### config.mk
export PLATFORM = sky130hd
export DESIGN_NAME = delay_arbiter_flat
export DESIGN_NICKNAME = d
export VERILOG_FILES = /design/src/rtl/delay_arbiter_if.sv /design/src/rtl/delay_arbiter.sv /design/src/flat_wrapper.sv
export SDC_FILE = /design/constraint.sdc
export NUM_CORES = 1
export LEC_CHECK = 0
export ABC_AREA = 1
export CAP_MARGIN = 20
export CELL_PAD_IN_SITES_DETAIL_PLACEMENT = 1
export CELL_PAD_IN_SITES_GLOBAL_PLACEMENT = 1
export CORE_MARGIN = 5
export CORE_UTILIZATION = 25
export CTS_BUF_LIST = sky130_fd_sc_hd__clkbuf_8 sky130_fd_sc_hd__clkbuf_16
export CTS_CLUSTER_DIAMETER = 120
export DETAILED_ROUTE_END_ITERATION = 7
export MAX_ROUTING_LAYER = met4
export PLACE_DENSITY = 0.77
export REMOVE_ABC_BUFFERS = 1
export SYNTH_ARGS = -nofsm -noshare
export SYNTH_HDL_FRONTEND = slang
export SYNTH_SLANG_ARGS = --single-unit
### constraint.sdc
create_clock -name clk -period 2.26 [get_ports clk]
set_clock_uncertainty 0.1 [all_clocks]
set_input_delay 0.452 -clock clk [delete_from_list [all_inputs] [get_ports clk]]
set_output_delay 0.452 -clock clk [all_outputs]
set_load 0.005 [all_outputs]
### src/rtl/delay_arbiter_if.sv
// Request/grant bundle for delay_arbiter. The abort/aborted pair exists only when
// DELAY_ARBITER_ABORT_EN is defined.
interface delay_arbiter_if #(
  parameter int unsigned N_REQ = 4,
  parameter int unsigned CNT_W = 16
) ();
  logic                       enable;
  logic [N_REQ-1:0]           req;
  logic [N_REQ*CNT_W-1:0]     delay_val;
  logic [N_REQ-1:0]           gnt;
  logic [N_REQ-1:0]           done;
  logic                       busy;
  logic [$clog2(N_REQ)-1:0]   active_id;
`ifdef DELAY_ARBITER_ABORT_EN
  logic                       abort;
  logic [N_REQ-1:0]           aborted;

  modport master (
    output enable, req, delay_val, abort,
    input  gnt, done, busy, active_id, aborted
  );
  modport slave (
    input  enable, req, delay_val, abort,
    output gnt, done, busy, active_id, aborted
  );
`else
  modport master (
    output enable, req, delay_val,
    input  gnt, done, busy, active_id
  );
  modport slave (
    input  enable, req, delay_val,
    output gnt, done, busy, active_id
  );
`endif
endinterface

### src/rtl/delay_arbiter.sv
// Round-robin arbiter that grants one requester at a time and runs its delay to expiry.
// Optional abort path enabled by defining DELAY_ARBITER_ABORT_EN.
module delay_arbiter #(
  parameter int unsigned N_REQ = 4,
  parameter int unsigned CNT_W = 16
) (
  input logic            clk,
  input logic            rst,
  delay_arbiter_if.slave bus
);
  localparam int unsigned IdW = $clog2(N_REQ);

  typedef enum logic {StIdle, StCount} state_e;

  state_e           state_q, state_d;
  logic [CNT_W-1:0] cnt_q, cnt_d;
  logic [IdW-1:0]   ptr_q, ptr_d;
  logic [IdW-1:0]   id_q, id_d;
  logic [N_REQ-1:0] gnt_q, gnt_d;
  logic [N_REQ-1:0] done_q, done_d;
`ifdef DELAY_ARBITER_ABORT_EN
  logic [N_REQ-1:0] aborted_q, aborted_d;
`endif

  logic             win_valid;
  logic [IdW-1:0]   win_id;

  // First requesting index found scanning upward from the priority pointer, wrapping.
  always_comb begin
    int unsigned idx;
    logic [IdW-1:0] cand;
    win_valid = 1'b0;
    win_id    = ptr_q;
    idx       = 0;
    cand      = '0;
    for (int unsigned off = 0; off < N_REQ; off++) begin
      idx = 32'(ptr_q) + off;
      if (idx >= N_REQ) idx = idx - N_REQ;
      cand = IdW'(idx);
      if (!win_valid && bus.req[cand]) begin
        win_valid = 1'b1;
        win_id    = cand;
      end
    end
  end

  always_comb begin
    state_d = state_q;
    cnt_d   = cnt_q;
    ptr_d   = ptr_q;
    id_d    = id_q;
    gnt_d   = '0;
    done_d  = '0;
`ifdef DELAY_ARBITER_ABORT_EN
    aborted_d = '0;
`endif
    if (bus.enable) begin
      case (state_q)
        StIdle: begin
          if (win_valid) begin
            gnt_d[win_id] = 1'b1;
            cnt_d         = bus.delay_val[32'(win_id) * CNT_W +: CNT_W];
            id_d          = win_id;
            ptr_d         = (win_id == IdW'(N_REQ - 1)) ? '0 : win_id + 1'b1;
            state_d       = StCount;
          end
        end
        StCount: begin
`ifdef DELAY_ARBITER_ABORT_EN
          if (bus.abort) begin
            aborted_d[id_q] = 1'b1;
            state_d         = StIdle;
          end else
`endif
          if (cnt_q == '0) begin
            done_d[id_q] = 1'b1;
            state_d      = StIdle;
          end else begin
            cnt_d = cnt_q - 1'b1;
          end
        end
        default: state_d = StIdle;
      endcase
    end
  end

  always_ff @(posedge clk) begin
    if (rst) begin
      state_q <= StIdle;
      cnt_q   <= '0;
      ptr_q   <= '0;
      id_q    <= '0;
      gnt_q   <= '0;
      done_q  <= '0;
`ifdef DELAY_ARBITER_ABORT_EN
      aborted_q <= '0;
`endif
    end else begin
      state_q <= state_d;
      cnt_q   <= cnt_d;
      ptr_q   <= ptr_d;
      id_q    <= id_d;
      gnt_q   <= gnt_d;
      done_q  <= done_d;
`ifdef DELAY_ARBITER_ABORT_EN
      aborted_q <= aborted_d;
`endif
    end
  end

  assign bus.gnt       = gnt_q;
  assign bus.done      = done_q;
  assign bus.busy      = (state_q == StCount);
  assign bus.active_id = id_q;
`ifdef DELAY_ARBITER_ABORT_EN
  assign bus.aborted   = aborted_q;
`endif

endmodule

### src/flat_wrapper.sv
// flat-port wrapper written by rule: the top's interface ports become plain ports
module delay_arbiter_flat 
#(
  parameter int unsigned N_REQ = 4,
  parameter int unsigned CNT_W = 16
)
  (clk, rst, bus_enable, bus_req, bus_delay_val, bus_gnt, bus_done, bus_busy, bus_active_id);
  delay_arbiter_if #(.N_REQ(N_REQ), .CNT_W(CNT_W)) bus_i ();
  input logic clk;
  input logic rst;
  input wire logic [$bits(bus_i.enable)-1:0] bus_enable;
  input wire logic [$bits(bus_i.req)-1:0] bus_req;
  input wire logic [$bits(bus_i.delay_val)-1:0] bus_delay_val;
  output wire logic [$bits(bus_i.gnt)-1:0] bus_gnt;
  output wire logic [$bits(bus_i.done)-1:0] bus_done;
  output wire logic [$bits(bus_i.busy)-1:0] bus_busy;
  output wire logic [$bits(bus_i.active_id)-1:0] bus_active_id;
  assign bus_i.enable = bus_enable;
  assign bus_i.req = bus_req;
  assign bus_i.delay_val = bus_delay_val;
  assign bus_gnt = bus_i.gnt;
  assign bus_done = bus_i.done;
  assign bus_busy = bus_i.busy;
  assign bus_active_id = bus_i.active_id;
  delay_arbiter #(.N_REQ(N_REQ), .CNT_W(CNT_W)) u_core (.clk(clk), .rst(rst), .bus(bus_i));
endmodule
**Word-level counts from Yosys, hierarchy flattened**

Cells that the tools add are included.

- Bits of input ports: 71
- Output and inout port bits: 11
- Register bits: 29
- Logic and storage cells: 79

- Bitwise gates (word level): 4
- $add $sub $neg: 9
- Reduce and logical (&&, ||, !) cells: 13
- Shift-type cells: 1
- $lt $le $gt $ge: 12
- Equality and inequality tests: 3
- Muxes and demuxes: 31

Operators by type and width:

| kind | number |
|---|---|
| variable part select 64 x 7 -> 16 bit | 1 |
| 2-to-1 mux 16 bit | 2 |
| one-hot mux 16 bit (2 select lines) | 1 |
| less-than comparator 2 x 3 -> 1 bit, second input constant | 6 |
| 2-to-1 mux 2 bit | 9 |
| logical NOT 16 bit | 1 |
| subtractor 16 x 1 -> 16 bit, second input constant | 1 |
| 2-to-1 mux 1 bit | 12 |
| greater-or-equal comparator 3 bit, second input constant | 3 |
| binary-select mux 1 bit (select 2 bit) | 4 |
| OR reduction 4 bit | 2 |
| subtractor 2 x 1 -> 2 bit, second input constant | 4 |
| adder 2 x 2 -> 3 bit, second input constant | 2 |
| AND reduction 3 bit | 2 |
| logical AND 1 bit | 5 |
| demux 1 bit (select 2 bit) | 2 |
| greater-or-equal comparator 2 x 1 -> 1 bit, second input constant | 2 |
| inverter 1 bit | 4 |
| adder 2 x 1 -> 3 bit, second input constant | 1 |
| greater-or-equal comparator 2 x 3 -> 1 bit, second input constant | 1 |
| logical NOT 1 bit | 3 |
| adder 2 x 1 -> 2 bit, second input constant | 1 |
| equality test 2 bit, second input constant | 1 |
| inequality test 2 x 1 -> 1 bit, second input constant | 1 |
| 2 further kinds | 2 |

**Logic depth before layout (Yosys ltp)**

- Word-level depth: 18
- Depth in mapped cells: 19

**Worst setup path before layout**

Ideal clock, no wire load.

- Path type: reg-to-reg
- Start point: register u_core.ptr_q[1]
- End point: register u_core.ptr_q[1]
- Setup time: 120 ps
- Path buffers: 2
- Slack: 110 ps
- Data arrival time: 1930 ps
- Cell stages (with the launch flop): 18
- Cell sequence: dfxtp_1 buf_4 inv_2 nand2_1 nand2_2 nand2_2 nand2_4 nand3_1 nand2_1 inv_1 nand2_1 nand2_1 nand2_1 nand2_2 buf_6 ha_1 o21ai_0 a21oi_1

- Cells in the longest elaborated chain, start to end: 16

Ends and longest elaborated chain:

| what | line | source |
|---|---|---|
| start: declaration | delay_arbiter.sv:17 | `logic [IdW-1:0] ptr_q, ptr_d;` |
| start signal: assignment | delay_arbiter.sv:101 | `ptr_q <= ptr_d;` |
| parallel branches: the longest is 13 deep, another holds adder 2 x 1 -> 3 bit | -- |  |
| 2-to-1 mux 2 bit (*) | delay_arbiter.sv:40 | `if (!win_valid && bus.req[cand]) begin` |
| net u_core.win_id[1] | delay_arbiter.sv:26 | `logic [IdW-1:0] win_id;` |
| adder 2 x 1 -> 2 bit / equality test 2 bit (equally long branches) | delay_arbiter.sv:64 | `ptr_d = (win_id == IdW'(N_REQ - 1)) ? '0 : win_id + 1'b1;` |
| 2-to-1 mux 2 bit (*) | delay_arbiter.sv:64 |  |

Mark *: on every way through the listed nets, which the timed path passes. The select of a mux whose other input is x is not followed.
A chain may end at the register's enable or synchronous reset.

**Worst setup path in the final report**

- Start point: register u_core.ptr_q[0]
- End point: register u_core.ptr_q[0]

- Cells in the longest elaborated chain, start to end: 16

Ends and longest elaborated chain:

| what |
|---|
| parallel branches: the longest is 16 deep, another holds adder 2 x 1 -> 3 bit |

Several ways; the timed one is not identified. The select of a mux whose other input is x is not followed.

==> flow_metrics.env <==
export IMPL_tns_ps=0
export IMPL_io_pins=82
export IMPL_grt_pass1_vias=3059
export IMPL_hold_buffers=0
export IMPL_p_leak_nw=1.81
export IMPL_p_sw_frac=0.492
export IMPL_worst_slack_ps=117
export IMPL_grt_pass1_wl_um=14000
export IMPL_vdd_drop_max_v=0.000670
export IMPL_h_tree_depth=2
export IMPL_rows=36
export IMPL_port_buffers=81
export IMPL_power_density_mw_per_mm2=1640
export IMPL_seq_area_um2=586
export IMPL_die_h_um=110
export IMPL_clkLatencyLatePin_ps=280
export IMPL_drtIter0Drc=136
export IMPL_seqPwrFrac=0.133
export IMPL_syn_area_per_cell_um2=5.90
export IMPL_critical_path_arrival_ps=2250
export IMPL_ys_seq_area_frac=0.234
export IMPL_hold_path_class="flop to flop"
export IMPL_intPower_mw=3.22
export IMPL_grt_max_degree=27
export IMPL_synth_area_mm2=0.00248
export IMPL_hold_viol_final=0
export IMPL_die_w_um=110
export IMPL_multiInputGateArea_mm2=0.00166
export IMPL_synth_warnings=0
export IMPL_drv_slew=0
export IMPL_outcome="finished clean"
export IMPL_power_share_clock=0.103
export IMPL_cap_violations=0
export IMPL_groute_usage_overall=0.148
export IMPL_via_per_inst=4.66
export IMPL_drt_wl_total_um=8810
export IMPL_initial_core_util=0.255
export IMPL_yosys_register_bits=29
export IMPL_crit_type="flop to flop"
export IMPL_relSlewSlack=0.690
export IMPL_antenna_found_initial=0
export IMPL_ant_nets=0
export IMPL_root_buffer="clkbuf_8"
export IMPL_cp_start_kind="flop"
export IMPL_fmax_mhz=467
export IMPL_vias=3032
export IMPL_dpl_worst_slack_ps=-333
export IMPL_drive_above_1_share=0.141
export IMPL_cts_tree="built"
export IMPL_hpwlAfterDp_um=6530
export IMPL_finalCriticalPeriod_ps=2140
export IMPL_drc_errors=0
export IMPL_globalRouteOverflowTotal=0
export IMPL_crit_path_max_fanout=11
export IMPL_clock_sinks=29
export IMPL_end_kind="flop"
export IMPL_setup_viol=0
export IMPL_wire_per_inst_um=13.6
export IMPL_worst_pin_slew_ps=464
export IMPL_fillers=1290
export IMPL_worstPathRequired_ps=2370
export IMPL_die_area_mm2=0.0120
export IMPL_n_antenna_cell=0
export IMPL_area_delta_synth_final_pct=55.9
export IMPL_fin_crit_sh=0.948
export IMPL_place_gp_congestion=0.846
export IMPL_synth_cell_types=30
export IMPL_nets=592
export IMPL_p_sw_mw=3.12
export IMPL_core_area_mm2=0.00973
export IMPL_cts_buffers=5
export IMPL_power_frac_comb=0.763
export IMPL_synth_cells=420
export IMPL_clock_path_buffers=2
export IMPL_clk_pin_slew_ps=70
export IMPL_dr_pass1_iters=4
## cell type report
type | instances | share of cell area
Tap cell | 133 | 0.0431
Inverter | 47 | 0.0476
Timing Repair Buffer | 108 | 0.294
Multi-Input combinational cell | 325 | 0.429
Sequential cell | 29 | 0.152
Clock inverter | 3 | 0.0169
Clock buffer | 5 | 0.0178
## cells in the mapped netlist
master      n  share of area
xor2_1      2         0.0071
nor2_8      1         0.0081
nand2_2    11          0.028
and3_1      2         0.0050
nand2_1   132           0.20
nor2_1     32          0.048
nand2_4     2         0.0091
nor4_1      1         0.0025
o21ai_1     5          0.010
o21a_1      1         0.0030
buf_4       1         0.0030
buf_6       6          0.027
nand3_2     2         0.0081
dfxtp_1    29           0.23
nand4_1     3         0.0076
o21ai_0    18          0.036
nand3b_1   11          0.033
inv_1      43          0.065
xnor2_1     1         0.0035
o21ai_4     1         0.0066
inv_2       3         0.0045
buf_2       7          0.014
o41ai_1     1         0.0035
clkinv_2    1         0.0020
nand4_4     1         0.0086
nand3_1    59           0.12
ha_1        5          0.025
a21oi_1    31          0.063
nor3_1      3         0.0061
clkbuf_1    5         0.0076
## placed cells by master (no fill, tap or decap), drive strengths merged
master         instances
ha                     5
buf                   24
o41ai                  1
dlygate4sd2            1
xor2                   2
nor3                   3
o21ai                 24
nor2                  33
nand3                 61
xnor2                  1
clkdlybuf4s50         77
inv                   47
clkbuf                 8
o21a                   1
dfxtp                 29
and3                   2
nand2                145
a21oi                 31
nand3b                11
nand4                  4
clkinv                 1
nor4                   1
bufinv                 2
dlymetal6s2s           3
## logic make-up after synthesis
family                     count (synthesis)  synth area share
AOI/OAI and AO/OA                         57             0.122
DFF                                       29             0.234
and+or+nand+nor                          260             0.484
adders and majority gates                  5            0.0253
xor gates and xnor gates                   3            0.0106
buffers and inverters                     66             0.124
## metal layers
layer / share of wire / GRT usage / wire length, um
met1: 0.43 / 0.170 / 3770
met2: 0.52 / 0.268 / 4610
met3: 0.043 / 0.0252 / 375
met4: 0.0076 / 0.0321 / 67
met5: 0 / - / 0
## path summary, 6_finish.rpt
check / cells past startpoint / slack, ps / endpoint / startpoint
max reg2reg: 15 / 120 / u_core.ptr_q[0]$_SDFFE_PP0P_ / u_core.ptr_q[0]$_SDFFE_PP0P_
min reg2reg: 1 / 380 / u_core.bus.done[2]$_SDFF_PP0_ / u_core.bus.active_id[0]$_SDFFE_PP0P_
max: 15 / 120 / u_core.ptr_q[0]$_SDFFE_PP0P_ / u_core.ptr_q[0]$_SDFFE_PP0P_
min: 1 / 380 / u_core.bus.done[2]$_SDFF_PP0_ / u_core.bus.active_id[0]$_SDFFE_PP0P_
## what timing repair did
action,4_1_cts,5_1_grt
cloned,0,3
pin swaps,4,9
resized for setup,4,30
setup buffers,0,3
endpoints found under the setup margin,6,25
## per-stage QoR
step	hold WS [ps]	util	instances	area [um^2]	total power, mW
after detailed placement	362	0.363	636	3530	5.03
after floorplan	344	-	401	2350	3.34
final	378	0.397	650	3860	6.34
after global routing	417	0.397	650	3860	6.99
after CTS	378	0.377	644	3670	5.73
after global placement	362	0.363	636	3530	4.87
## power groups by stage
stage / Sequential [mW] / Combinational (mW) / Clock, mW
after floorplan: 0.828 / 2.51 / 0
after global placement: 0.825 / 4.05 / 0
after detailed placement: 0.833 / 4.20 / 0
after CTS: 0.826 / 4.24 / 0.669
after global routing: 0.873 / 5.43 / 0.692
final: 0.846 / 4.84 / 0.655
## registers in the layout (all words and copies together) (netlist names)
signal,cells
u_core.bus.busy,1
u_core.bus.active_id,2
u_core.ptr_q,2
u_core.bus.gnt,4
u_core.bus.done,4
u_core.cnt_q,16
## critical path: stages (launching register included)
cell and delay [ps]:
dfxtp_4 370, buf_8 140, nand2_1 100, nand2_4 90, nand2_2 80, nand2_4 90
nor2_8 140, nand3_4 120, nand2_2 100, nand2_1 70, nand2_2 80, nand2_4 80
ha_1 200, inv_1 80, nand3_1 110, a21oi_2 130
(Power assumes the default switching activity.)
